--- src/rtl/load_store_unit_pkg.sv ---
// Shared types for the load/store unit: funct3 codes, FSM states,
// lane constants and the fault-decode helper.
package lsu_pkg;

  typedef enum logic [2:0] {
    F3_B  = 3'b000,
    F3_H  = 3'b001,
    F3_W  = 3'b010,
    F3_BU = 3'b100,
    F3_HU = 3'b101
  } funct3_e;

  typedef enum logic [2:0] {
    IDLE,
    REQ,
    RSP,
    DONE,
    FAULT
  } lsu_state_t;

  localparam logic [3:0] WSTRB_NONE = 4'b0000;

  // Illegal width code or address not aligned to the access size.
  function automatic logic op_fault(
    input logic       st,
    input logic [2:0] f3,
    input logic [1:0] off
  );
    logic bad_f3;
    logic mis;
    bad_f3 = st ? (f3 > F3_W)
                : ((f3 == 3'b011) || (f3 > F3_HU));
    mis = ((f3[1:0] == 2'b01) && off[0]) ||
          ((f3[1:0] == 2'b10) && (off != 2'b00));
    return bad_f3 || mis;
  endfunction

endpackage

--- src/rtl/load_store_unit_if.sv ---
// Data-memory bus: valid/ready request channel plus a valid-only
// response channel. master = LSU side, slave = memory side.
interface load_store_unit_if;
  logic        mem_req_valid;
  logic        mem_req_ready;
  logic [31:0] mem_addr;
  logic        mem_we;
  logic [3:0]  mem_wstrb;
  logic [31:0] mem_wdata;
  logic        mem_rsp_valid;
  logic [31:0] mem_rdata;

  modport master (
    output mem_req_valid, mem_addr, mem_we,
    output mem_wstrb, mem_wdata,
    input  mem_req_ready, mem_rsp_valid, mem_rdata
  );

  modport slave (
    input  mem_req_valid, mem_addr, mem_we,
    input  mem_wstrb, mem_wdata,
    output mem_req_ready, mem_rsp_valid, mem_rdata
  );
endinterface

--- src/rtl/load_store_unit_load_extend.sv ---
// Load extraction: picks byte/half by byte_off and sign/zero extends.
// In: rdata, byte_off, funct3. Out: ext (32-bit write-back value).
module load_extend
  import lsu_pkg::*;
(
  input  logic [31:0] rdata,
  input  logic [1:0]  byte_off,
  input  logic [2:0]  funct3,
  output logic [31:0] ext
);

  logic [7:0]  b;
  logic [15:0] h;

  assign b = rdata[{byte_off, 3'b000} +: 8];
  assign h = byte_off[1] ? rdata[31:16] : rdata[15:0];

  always_comb begin
    ext = rdata;
    unique case (1'b1)
      funct3 == F3_B:  ext = {{24{b[7]}}, b};
      funct3 == F3_H:  ext = {{16{h[15]}}, h};
      funct3 == F3_BU: ext = {24'h0, b};
      funct3 == F3_HU: ext = {16'h0, h};
      default:         ext = rdata;
    endcase
  end

endmodule

--- src/rtl/load_store_unit.sv ---
// RV32I load/store stage: one memory op per start, busy while active.
// Ports: clk/reset_n, core op inputs, busy/done/fault/load_data, mem bus.
module load_store_unit
  import lsu_pkg::*;
(
  input  logic        clk,
  input  logic        reset_n,
  input  logic        start,
  input  logic        is_store,
  input  logic [2:0]  funct3,
  input  logic [31:0] addr,
  input  logic [31:0] store_data,
  output logic        busy,
  output logic        done,
  output logic        fault,
  output logic [31:0] load_data,
  load_store_unit_if.master mem
);

  lsu_state_t  state_q, state_d;
  logic        st_q;
  logic [2:0]  f3_q;
  logic [31:0] addr_q;
  logic [31:0] wdata_q, wdata_d;
  logic [3:0]  wstrb_q, wstrb_d;
  logic [31:0] ld_q;
  logic [31:0] ext;
  logic        take;

  assign take = (state_q == IDLE) && start;

  // Store lanes are formed at capture so the bus holds flops only.
  always_comb begin
    wdata_d = store_data;
    wstrb_d = 4'b1111;
    unique case (1'b1)
      funct3[1:0] == 2'b00: begin
        wdata_d = {4{store_data[7:0]}};
        wstrb_d = 4'b0001 << addr[1:0];
      end
      funct3[1:0] == 2'b01: begin
        wdata_d = {2{store_data[15:0]}};
        wstrb_d = 4'b0011 << addr[1:0];
      end
      default: ;
    endcase
    if (!is_store) wstrb_d = WSTRB_NONE;
  end

  always_comb begin
    state_d = state_q;
    unique case (state_q)
      IDLE: if (start)
        state_d = op_fault(is_store, funct3, addr[1:0])
                  ? FAULT : REQ;
      REQ: if (mem.mem_req_ready)
        state_d = st_q ? DONE : RSP;
      RSP: if (mem.mem_rsp_valid)
        state_d = DONE;
      DONE:    state_d = IDLE;
      FAULT:   state_d = IDLE;
      default: state_d = IDLE;
    endcase
  end

  always_ff @(posedge clk or negedge reset_n) begin
    if (!reset_n) state_q <= IDLE;
    else          state_q <= state_d;
  end

  always_ff @(posedge clk or negedge reset_n) begin
    if (!reset_n) begin
      st_q    <= 1'b0;
      f3_q    <= 3'b000;
      addr_q  <= 32'h0;
      wdata_q <= 32'h0;
      wstrb_q <= WSTRB_NONE;
      ld_q    <= 32'h0;
    end else begin
      if (take) begin
        st_q    <= is_store;
        f3_q    <= funct3;
        addr_q  <= addr;
        wdata_q <= wdata_d;
        wstrb_q <= wstrb_d;
      end
      if (state_q == RSP && mem.mem_rsp_valid)
        ld_q <= ext;
    end
  end

  load_extend u_ext (
    .rdata    (mem.mem_rdata),
    .byte_off (addr_q[1:0]),
    .funct3   (f3_q),
    .ext      (ext)
  );

  assign busy      = (state_q != IDLE);
  assign done      = (state_q == DONE) || (state_q == FAULT);
  assign fault     = (state_q == FAULT);
  assign load_data = ld_q;

  assign mem.mem_req_valid = (state_q == REQ);
  assign mem.mem_addr      = {addr_q[31:2], 2'b00};
  assign mem.mem_we        = (state_q == REQ) && st_q;
  assign mem.mem_wstrb     = wstrb_q;
  assign mem.mem_wdata     = wdata_q;

endmodule

--- src/flat_wrapper.sv ---
// flat-port wrapper written by rule: the top's interface ports become plain ports
module load_store_unit_flat import lsu_pkg::*;
  (clk, reset_n, start, is_store, funct3, addr, store_data, busy, done, fault, load_data, mem_mem_req_valid, mem_mem_addr, mem_mem_we, mem_mem_wstrb, mem_mem_wdata, mem_mem_req_ready, mem_mem_rsp_valid, mem_mem_rdata);
  load_store_unit_if mem_i ();
  input  logic clk;
  input  logic reset_n;
  input  logic start;
  input  logic is_store;
  input  logic [2:0] funct3;
  input  logic [31:0] addr;
  input  logic [31:0] store_data;
  output logic busy;
  output logic done;
  output logic fault;
  output logic [31:0] load_data;
  output wire logic [$bits(mem_i.mem_req_valid)-1:0] mem_mem_req_valid;
  output wire logic [$bits(mem_i.mem_addr)-1:0] mem_mem_addr;
  output wire logic [$bits(mem_i.mem_we)-1:0] mem_mem_we;
  output wire logic [$bits(mem_i.mem_wstrb)-1:0] mem_mem_wstrb;
  output wire logic [$bits(mem_i.mem_wdata)-1:0] mem_mem_wdata;
  input wire logic [$bits(mem_i.mem_req_ready)-1:0] mem_mem_req_ready;
  input wire logic [$bits(mem_i.mem_rsp_valid)-1:0] mem_mem_rsp_valid;
  input wire logic [$bits(mem_i.mem_rdata)-1:0] mem_mem_rdata;
  assign mem_mem_req_valid = mem_i.mem_req_valid;
  assign mem_mem_addr = mem_i.mem_addr;
  assign mem_mem_we = mem_i.mem_we;
  assign mem_mem_wstrb = mem_i.mem_wstrb;
  assign mem_mem_wdata = mem_i.mem_wdata;
  assign mem_i.mem_req_ready = mem_mem_req_ready;
  assign mem_i.mem_rsp_valid = mem_mem_rsp_valid;
  assign mem_i.mem_rdata = mem_mem_rdata;
  load_store_unit u_core (.clk(clk), .reset_n(reset_n), .start(start), .is_store(is_store), .funct3(funct3), .addr(addr), .store_data(store_data), .busy(busy), .done(done), .fault(fault), .load_data(load_data), .mem(mem_i));
endmodule
--- config.mk ---
export PLATFORM = sky130hd
export DESIGN_NAME = load_store_unit_flat
export DESIGN_NICKNAME = d
export VERILOG_FILES = /design/src/rtl/load_store_unit_pkg.sv /design/src/rtl/load_store_unit_if.sv /design/src/rtl/load_store_unit_load_extend.sv /design/src/rtl/load_store_unit.sv /design/src/flat_wrapper.sv
export SDC_FILE = /design/constraint.sdc
export NUM_CORES = 1
export LEC_CHECK = 0
export ABC_AREA = 1
export CAP_MARGIN = 5
export CORE_ASPECT_RATIO = 0.5
export CORE_UTILIZATION = 49
export CTS_CLUSTER_SIZE = 20
export DETAILED_ROUTE_END_ITERATION = 6
export HOLD_SLACK_MARGIN = 0.1
export PLACE_DENSITY = 0.95
export SLEW_MARGIN = 40
export SYNTH_ARGS = -nofsm -noshare
export SYNTH_HDL_FRONTEND = slang
export SYNTH_SLANG_ARGS = --single-unit
--- constraint.sdc ---
create_clock -name clk -period 2.3 [get_ports clk]
set_input_delay 0.46 -clock clk [delete_from_list [all_inputs] [get_ports clk]]
set_output_delay 0.46 -clock clk [all_outputs]
set_load 0.1 [all_outputs]
==> results of run 1 <==
-- logic make-up after synthesis --
logic type	synth area share (%)
and+or+nand+nor	30.2
AOI/OAI and AO/OA	10.0
buffers and inverters	12.9
DFF	46.8
other	0.0656
-- routing by layer --
| metal | GRT usage, % | wire length [µm] | vias up |
|---|---|---|---|
| met4 | 7.82 | 303 | 0 |
| met1 | 33.3 | 6310 | 2552 |
| met2 | 45.6 | 7830 | 249 |
| met5 | 0 | 0 | - |
| met3 | 4.97 | 1100 | 34 |
| li1 | - | - | 2640 |
-- cell usage in the layout (no fill, tap or decap) --
| cell | count |
|---|---|
| sky130_fd_sc_hd__nand2_1 | 321 |
| sky130_fd_sc_hd__nor2_2 | 4 |
| sky130_fd_sc_hd__nand3_1 | 53 |
| sky130_fd_sc_hd__nor2_1 | 13 |
| sky130_fd_sc_hd__o21ai_1 | 7 |
| sky130_fd_sc_hd__or2_0 | 12 |
| sky130_fd_sc_hd__clkinvlp_4 | 3 |
| sky130_fd_sc_hd__buf_12 | 6 |
| sky130_fd_sc_hd__inv_1 | 56 |
| sky130_fd_sc_hd__or2_2 | 5 |
| sky130_fd_sc_hd__dfrtp_1 | 107 |
| sky130_fd_sc_hd__nand3b_1 | 1 |
| sky130_fd_sc_hd__nor3_1 | 1 |
| sky130_fd_sc_hd__o21a_1 | 1 |
| sky130_fd_sc_hd__nor2_4 | 1 |
| sky130_fd_sc_hd__o21ai_2 | 19 |
| sky130_fd_sc_hd__o21ai_0 | 21 |
| sky130_fd_sc_hd__clkbuf_1 | 1 |
| sky130_fd_sc_hd__clkdlybuf4s50_1 | 103 |
| sky130_fd_sc_hd__conb_1 | 2 |
| sky130_fd_sc_hd__clkinv_2 | 2 |
| sky130_fd_sc_hd__nand3b_2 | 1 |
| sky130_fd_sc_hd__dlygate4sd3_1 | 1 |
| sky130_fd_sc_hd__buf_4 | 110 |
| sky130_fd_sc_hd__nand2_2 | 2 |
| sky130_fd_sc_hd__clkbuf_16 | 9 |
| sky130_fd_sc_hd__inv_2 | 5 |
| sky130_fd_sc_hd__a21oi_1 | 51 |
| sky130_fd_sc_hd__nand3_2 | 1 |
| sky130_fd_sc_hd__clkbuf_8 | 1 |
| sky130_fd_sc_hd__nand2_4 | 2 |
| sky130_fd_sc_hd__a21oi_2 | 1 |
-- registers in the layout (all words and copies together) (netlist names) --
signal,cells
u_core.addr_q,32
u_core.f3_q,3
u_core.load_data,32
u_core.mem.mem_wdata,32
u_core.mem.mem_wstrb,4
u_core.st_q,1
u_core.state_q,3
-- layout make-up --
cell class	count	area (µm²)	area share (%)
clock inverters	4	27.5	0.358
clock buffers	11	243	3.16
inverters	62	234	3.05
well taps	159	199	2.59
repair buffers	220	1990	25.9
multi-input cells	519	2320	30.1
flip-flops and latches	107	2680	34.8
-- repair_timing --
| item | in CTS | in global routing |
|---|---|---|
| hold buffers | 1 | 0 |
| endpoints found under the setup margin | 0 | 0 |
| resized for setup | 0 | 0 |
| endpoints found under the hold margin | 28 | 0 |
-- path summary, 6_finish.rpt --
check,startpoint,end,slack [ns]
hold reg to reg,u_core.addr_q[10],u_core.addr_q[10],0.48
setup / recovery,u_core.state_q[0],done,0.35
min in group asynchronous,reset_n,u_core.mem.mem_wdata[11],0.59
max in group asynchronous,reset_n,u_core.f3_q[1],0.90
setup reg to reg,u_core.addr_q[1],u_core.load_data[16],0.61
hold / removal,u_core.addr_q[10],u_core.addr_q[10],0.48
-- per-stage QoR --
stage	area (µm²)	setup slack, ns	util (%)
after detailed placement	7400	0.310	66.2
after global placement	7400	0.336	66.2
after CTS	7680	0.330	68.7
after global routing	7680	0.259	68.7
final	7680	0.347	68.7
after floorplan	5730	0.274	-
-- tightest hold or removal path, stage by stage (launching register included) --
cell and delay (ns):
sky130_fd_sc_hd__dfrtp_1 0.34, sky130_fd_sc_hd__nand2_1 0.05, sky130_fd_sc_hd__nand2_1 0.06
==> metrics.txt, run 1 <==
# TYPE chip_impl_metric gauge
chip_impl_info{name="status",value="completed"} 1
chip_impl_metric{name="layout-area-overhead-vs-synth",unit="%"} 34.3
chip_impl_info{name="synth.area.top_cells",value="sky130_fd_sc_hd__dfrtp_1, sky130_fd_sc_hd__nand2_1, sky130_fd_sc_hd__buf_4"} 1
chip_impl_metric{name="setup_viol",unit=""} 0
chip_impl_info{name="critical_path.cell_chain",value="or2_2, o21ai_2, buf_12"} 1
chip_impl_metric{name="antenna_cells_inserted",unit=""} 0
chip_impl_info{name="rsz_0062_raised_after_global_routing",value="no"} 1
chip_impl_metric{name="total_routing_usage_gr",unit="%"} 26.2
chip_impl_metric{name="detail_route.iter0.violations",unit=""} 432
chip_impl_metric{name="place_inst",unit=""} 1066
chip_impl_metric{name="grt_pass1_vias",unit=""} 5157
chip_impl_metric{name="synth_largest_type_area_fraction",unit="%"} 46.8
chip_impl_metric{name="yosysUniqueCellTypes",unit=""} 29
chip_impl_metric{name="ctsLongestPathBuffers",unit=""} 2
chip_impl_metric{name="finClkSkew",unit="ns"} 0.00961
chip_impl_info{name="synth_ff_type",value="sky130_fd_sc_hd__dfrtp_1"} 1
chip_impl_metric{name="cts.sinks",unit=""} 107
chip_impl_metric{name="drt_first_pass_iters",unit=""} 7
chip_impl_metric{name="cp_max_fo",unit=""} 5
chip_impl_metric{name="cts-htree-levels",unit=""} 3
chip_impl_metric{name="dpl.hpwl",unit="µm"} 11300
chip_impl_metric{name="final_estimated_routing_congestion_in_global_placement",unit=""} 0.940
chip_impl_info{name="synth_top_cells_by_count",value="sky130_fd_sc_hd__nand2_1, sky130_fd_sc_hd__dfrtp_1, sky130_fd_sc_hd__inv_1, sky130_fd_sc_hd__nand3_1, sky130_fd_sc_hd__a21oi_1"} 1
chip_impl_metric{name="drtAntennaViolNets",unit=""} 0
chip_impl_info{name="clock-root-buffer",value="sky130_fd_sc_hd__clkbuf_16"} 1
chip_impl_metric{name="core.rowCount",unit=""} 27
chip_impl_metric{name="setup_tns",unit="ns"} 0
chip_impl_metric{name="postSynthRegisterBits",unit=""} 107
chip_impl_metric{name="critical-path-max-stage-delay",unit="ns"} 0.45
chip_impl_info{name="cts_tree",value="yes"} 1
chip_impl_info{name="hold_path_class",value="reg2reg"} 1
chip_impl_metric{name="pins_over_slew_limit",unit=""} 0
chip_impl_metric{name="grt_max_degree",unit=""} 102
chip_impl_metric{name="grt.overflow.total",unit=""} 0
chip_impl_metric{name="core_area",unit="mm²"} 0.0112
chip_impl_metric{name="worst_skew_pair.late_latency",unit="ns"} 0.34
chip_impl_metric{name="total_standard_cell_area_after_synthesis",unit="mm²"} 0.00572
chip_impl_metric{name="avgViaCountPerCell",unit=""} 5.06
chip_impl_metric{name="cts.reportedPaths.clkPinSlew",unit="ns"} 0.07
chip_impl_metric{name="grt_first_pass_wirelength",unit="µm"} 25000
chip_impl_metric{name="yosysSeqAreaShare",unit="%"} 46.8
chip_impl_info{name="yosys.area.top_type",value="sky130_fd_sc_hd__dfrtp_1"} 1
chip_impl_metric{name="route.vias.total",unit=""} 5475
chip_impl_metric{name="postRouteWirelength",unit="µm"} 15500
chip_impl_metric{name="final.period_utilization",unit="%"} 84.9
chip_impl_metric{name="dieArea",unit="mm²"} 0.0121
chip_impl_metric{name="critical_path_cell_count",unit=""} 3
chip_impl_metric{name="postCtsSetupRepairBufs",unit=""} 0
chip_impl_metric{name="fmaxAchievable",unit="MHz"} 512
chip_impl_info{name="startpoint_type",value="register"} 1
chip_impl_metric{name="placement.io_buffers",unit=""} 207
chip_impl_metric{name="finish.cell_count_without_fillers",unit=""} 1082
chip_impl_metric{name="initial_utilization",unit="%"} 51.2
chip_impl_metric{name="post_synthesis_instance_total",unit=""} 759
chip_impl_metric{name="whs_path_depth",unit=""} 2
chip_impl_metric{name="synth_warnings",unit=""} 0
chip_impl_metric{name="timing.hold.ws",unit="ns"} 0.480
chip_impl_metric{name="asyncSetResetFlopFracSynth",unit="%"} 100
chip_impl_metric{name="synth_enable_flop_cells",unit=""} 0
chip_impl_metric{name="synth.avg_cell_area",unit="µm²"} 7.54
chip_impl_metric{name="final.min_clock_period",unit="ns"} 1.95
chip_impl_metric{name="maximum_capacitance_violations",unit=""} 0
chip_impl_info{name="slowest_stage",value="sky130_fd_sc_hd__dfrtp_1"} 1
chip_impl_metric{name="numCtsBuffers",unit=""} 9
chip_impl_metric{name="critical_path.n_buffers_inverters",unit=""} 1
chip_impl_info{name="post-synth-top-count-cell",value="sky130_fd_sc_hd__nand2_1"} 1
chip_impl_info{name="timing.setup.critical_path_class",value="reg2out"} 1
chip_impl_metric{name="detailed_route_wire_length_per_cell",unit="µm"} 14.4
chip_impl_metric{name="worst_r2r_path_depth",unit=""} 7
chip_impl_info{name="critical-path-top-delay-family",value="flip-flops"} 1
chip_impl_metric{name="critPathArrivalTime",unit="ns"} 1.49
chip_impl_metric{name="antenna_found_initial",unit=""} 0
chip_impl_metric{name="die_width",unit="µm"} 155
chip_impl_metric{name="drc_errors",unit=""} 0
chip_impl_metric{name="finalHoldViolCount",unit=""} 0
chip_impl_info{name="critPathCaptureType",value="output port"} 1
chip_impl_metric{name="post_route_cells_drive_above_1_share",unit="%"} 18.6
chip_impl_metric{name="num-nets-final",unit=""} 1024
chip_impl_metric{name="chipHeight",unit="µm"} 78.4
chip_impl_metric{name="floorplan.io_pins",unit=""} 210
chip_impl_metric{name="timing.critical_path.required",unit="ns"} 1.84
chip_impl_metric{name="fillCellCount",unit=""} 905
Power of run 1 is left out: the tool's default activity adds up to more than one toggle a clock period on the data nets, which glitch-free logic cannot reach.
==> run 2, diff against run 1 <==
- CORE_UTILIZATION: 49 -> 45
- PLACE_DENSITY: 0.95 -> 0.89
- clock period: 2.3 -> 1.8 ns (I/O delays scaled with it)
==> run 2 against run 1 <==
Effect of this change:
- critical path depth is the same
- non-clock buffer count up 11
- first-iteration DRC count increased by 8.1%
- hold slack improved by 0.042 ns
- sequential cell count did not move
- register-to-register slack lost 0.44 ns
- die area is 8.7% higher
- design area up 18%
- critical endpoint unchanged
==> metrics.txt, run 2 (synthesis results as in run 1) <==
# TYPE chip_impl_metric gauge
chip_impl_info{name="status",value="completed"} 1
chip_impl_metric{name="maximum_capacitance_violations",unit=""} 0
chip_impl_metric{name="critical-path-max-stage-delay",unit="ns"} 0.44
chip_impl_metric{name="fmaxAchievable",unit="MHz"} 570
chip_impl_metric{name="tightestPinTransition",unit="ns"} 0.523
chip_impl_metric{name="utilization",unit="%"} 75.3
chip_impl_info{name="timing.setup.critical_path_class",value="reg2out"} 1
chip_impl_metric{name="layout-area-overhead-vs-synth",unit="%"} 59.1
chip_impl_metric{name="initial_utilization",unit="%"} 47.3
chip_impl_metric{name="cts.sinks",unit=""} 107
chip_impl_info{name="mostFrequentLayoutCells",value="sky130_fd_sc_hd__nand2_1, sky130_fd_sc_hd__buf_12, sky130_fd_sc_hd__dfrtp_1"} 1
chip_impl_metric{name="postRouteWirelength",unit="µm"} 17100
chip_impl_metric{name="die_width",unit="µm"} 161
chip_impl_info{name="rsz_0062_raised_after_global_routing",value="no"} 1
chip_impl_metric{name="total_routing_usage_gr",unit="%"} 26.4
chip_impl_metric{name="pins_over_slew_limit",unit=""} 0
chip_impl_metric{name="final.period_utilization",unit="%"} 97.5
chip_impl_info{name="clock-root-buffer",value="sky130_fd_sc_hd__clkbuf_16"} 1
chip_impl_metric{name="setup_viol",unit=""} 0
chip_impl_metric{name="timing.critical_path.required",unit="ns"} 1.44
chip_impl_metric{name="finClkSkew",unit="ns"} 0.0118
chip_impl_metric{name="chipHeight",unit="µm"} 81.7
chip_impl_metric{name="max_slew_margin",unit="%"} 65.1
chip_impl_info{name="hold_path.startpoint",value="u_core.f3_q[2]"} 1
chip_impl_metric{name="antenna_cells_inserted",unit=""} 0
chip_impl_info{name="hold_path_class",value="reg2reg"} 1
chip_impl_info{name="critical_path.cell_chain",value="or2_4, o21ai_4, buf_12"} 1
chip_impl_metric{name="grt_first_pass_wirelength",unit="µm"} 27100
chip_impl_metric{name="cp_max_fo",unit=""} 5
chip_impl_metric{name="dieArea",unit="mm²"} 0.0132
chip_impl_metric{name="grt_pass1_vias",unit=""} 5517
chip_impl_metric{name="route.vias.total",unit=""} 5677
chip_impl_metric{name="worst_skew_pair.late_latency",unit="ns"} 0.34
chip_impl_metric{name="cts-htree-levels",unit=""} 3
chip_impl_metric{name="num-nets-final",unit=""} 1035
chip_impl_metric{name="detailed_route_wire_length_per_cell",unit="µm"} 15.6
chip_impl_metric{name="whs_path_depth",unit=""} 2
chip_impl_metric{name="avgViaCountPerCell",unit=""} 5.17
chip_impl_metric{name="core_area",unit="mm²"} 0.0121
chip_impl_info{name="worst_hold_path.endpoint",value="u_core.f3_q[2]"} 1
chip_impl_metric{name="ctsLongestPathBuffers",unit=""} 2
chip_impl_info{name="cts_tree",value="yes"} 1
chip_impl_metric{name="dpl.hpwl",unit="µm"} 12900
chip_impl_metric{name="detail_route.iter0.violations",unit=""} 467
chip_impl_metric{name="worst_r2r_path_depth",unit=""} 6
chip_impl_metric{name="drc_errors",unit=""} 0
chip_impl_metric{name="reg2reg_setup_slack",unit="ns"} 0.17
chip_impl_metric{name="floorplan.io_pins",unit=""} 210
chip_impl_metric{name="final.min_clock_period",unit="ns"} 1.76
chip_impl_metric{name="cts.reportedPaths.clkPinSlew",unit="ns"} 0.07
chip_impl_metric{name="post_route_cells_drive_above_1_share",unit="%"} 19.9
chip_impl_info{name="slowest_stage",value="sky130_fd_sc_hd__dfrtp_2"} 1
chip_impl_metric{name="antenna_found_initial",unit=""} 0
chip_impl_metric{name="numCtsBuffers",unit=""} 9
chip_impl_metric{name="final_estimated_routing_congestion_in_global_placement",unit=""} 0.914
chip_impl_info{name="critical_path.reg2reg.endpoint",value="u_core.load_data[31]"} 1
chip_impl_metric{name="finalHoldViolCount",unit=""} 0
chip_impl_info{name="startpoint_type",value="register"} 1
chip_impl_metric{name="grt.overflow.total",unit=""} 0
chip_impl_info{name="rr_startpoint",value="u_core.addr_q[1]"} 1
chip_impl_metric{name="drtAntennaViolNets",unit=""} 0
chip_impl_metric{name="critPathArrivalTime",unit="ns"} 1.40
chip_impl_metric{name="placement.io_buffers",unit=""} 207
chip_impl_metric{name="drt_first_pass_iters",unit=""} 7
chip_impl_info{name="critPathCaptureType",value="output port"} 1
chip_impl_metric{name="grt_max_degree",unit=""} 61
chip_impl_info{name="layout.cells.most_common",value="sky130_fd_sc_hd__nand2_1"} 1
chip_impl_metric{name="core.rowCount",unit=""} 28
-- run 2: cell count changes in the layout (fill, tap and decap cells not counted), moves of 2 or more --
cell | before | now
sky130_fd_sc_hd__buf_4 | 110 | 18
sky130_fd_sc_hd__inv_1 | 56 | 54
sky130_fd_sc_hd__clkinvlp_4 | 3 | 0
sky130_fd_sc_hd__nor2_2 | 4 | 2
sky130_fd_sc_hd__nor2_4 | 1 | 3
sky130_fd_sc_hd__inv_2 | 5 | 7
sky130_fd_sc_hd__buf_12 | 6 | 109
-- run 2: layer usage --
metal | up-vias | wire length, µm | GRT usage [%]
met4 | 0 | 546 | 10.2
met1 | 2673 | 6420 | 30.0
met2 | 284 | 8890 | 49.0
met3 | 58 | 1280 | 6.46
met5 | - | 0 | 0
li1 | 2662 | - | -
-- run 2: repair_timing --
item                                    4_1_cts  5_1_grt
hold buffers                                  1        0
endpoints found under the hold margin        34        0
endpoints found under the setup margin        4       18
gates resized for setup                       3        3
cloned                                        0        0
setup buffers                                 2        1
-- run 2: area by class of cell --
type / count / area, µm²
Fill cell: 794 / 2990
Inverter: 62 / 234
Tap cell: 165 / 206
Sequential cell: 107 / 2680
Clock buffer: 11 / 243
Multi-Input combinational cell: 519 / 2340
Clock inverter: 3 / 40.0
Timing Repair Buffer: 231 / 3360
-- run 2: worst max-delay path by stage --
| stage | from | to | cells after the start |
|---|---|---|---|
| 2_1_floorplan | u_core.state_q[2] | mem_mem_req_valid | 3 |
| 3_3_place_gp | mem_mem_rdata[15] | u_core.load_data[16] | 7 |
| 3_5_place_dp | mem_mem_rdata[15] | u_core.load_data[26] | 7 |
| 4_1_cts | u_core.state_q[2] | mem_mem_req_valid | 4 |
| 5_1_grt | u_core.state_q[1] | done | 3 |
| 6_report | u_core.state_q[1] | done | 3 |
-- run 2: worst max-delay path, delay by kind of cell, from the launching register on --
kind	cells	cell delay, ns
and+or+nand+nor	1	0.27
AOI/OAI and AO/OA	1	0.15
buffers and inverters	1	0.19
DFF	1	0.44
-- run 2: per-stage QoR --
stage          std cells  cell area, µm²  hold WS [ns]  setup TNS (ns)  setup slack, ns
2_1_floorplan        760            5750        0.0644               0           0.0380
3_3_place_gp        1080            8780         0.360          -0.781          -0.0540
3_5_place_dp        1080            8780         0.369           -2.11           -0.161
4_1_cts             1097            9090         0.521               0           0.0348
5_1_grt             1098            9100         0.549               0          0.00682
6_report            1098            9100         0.522               0           0.0449
Power of run 2 is left out for the same reason.
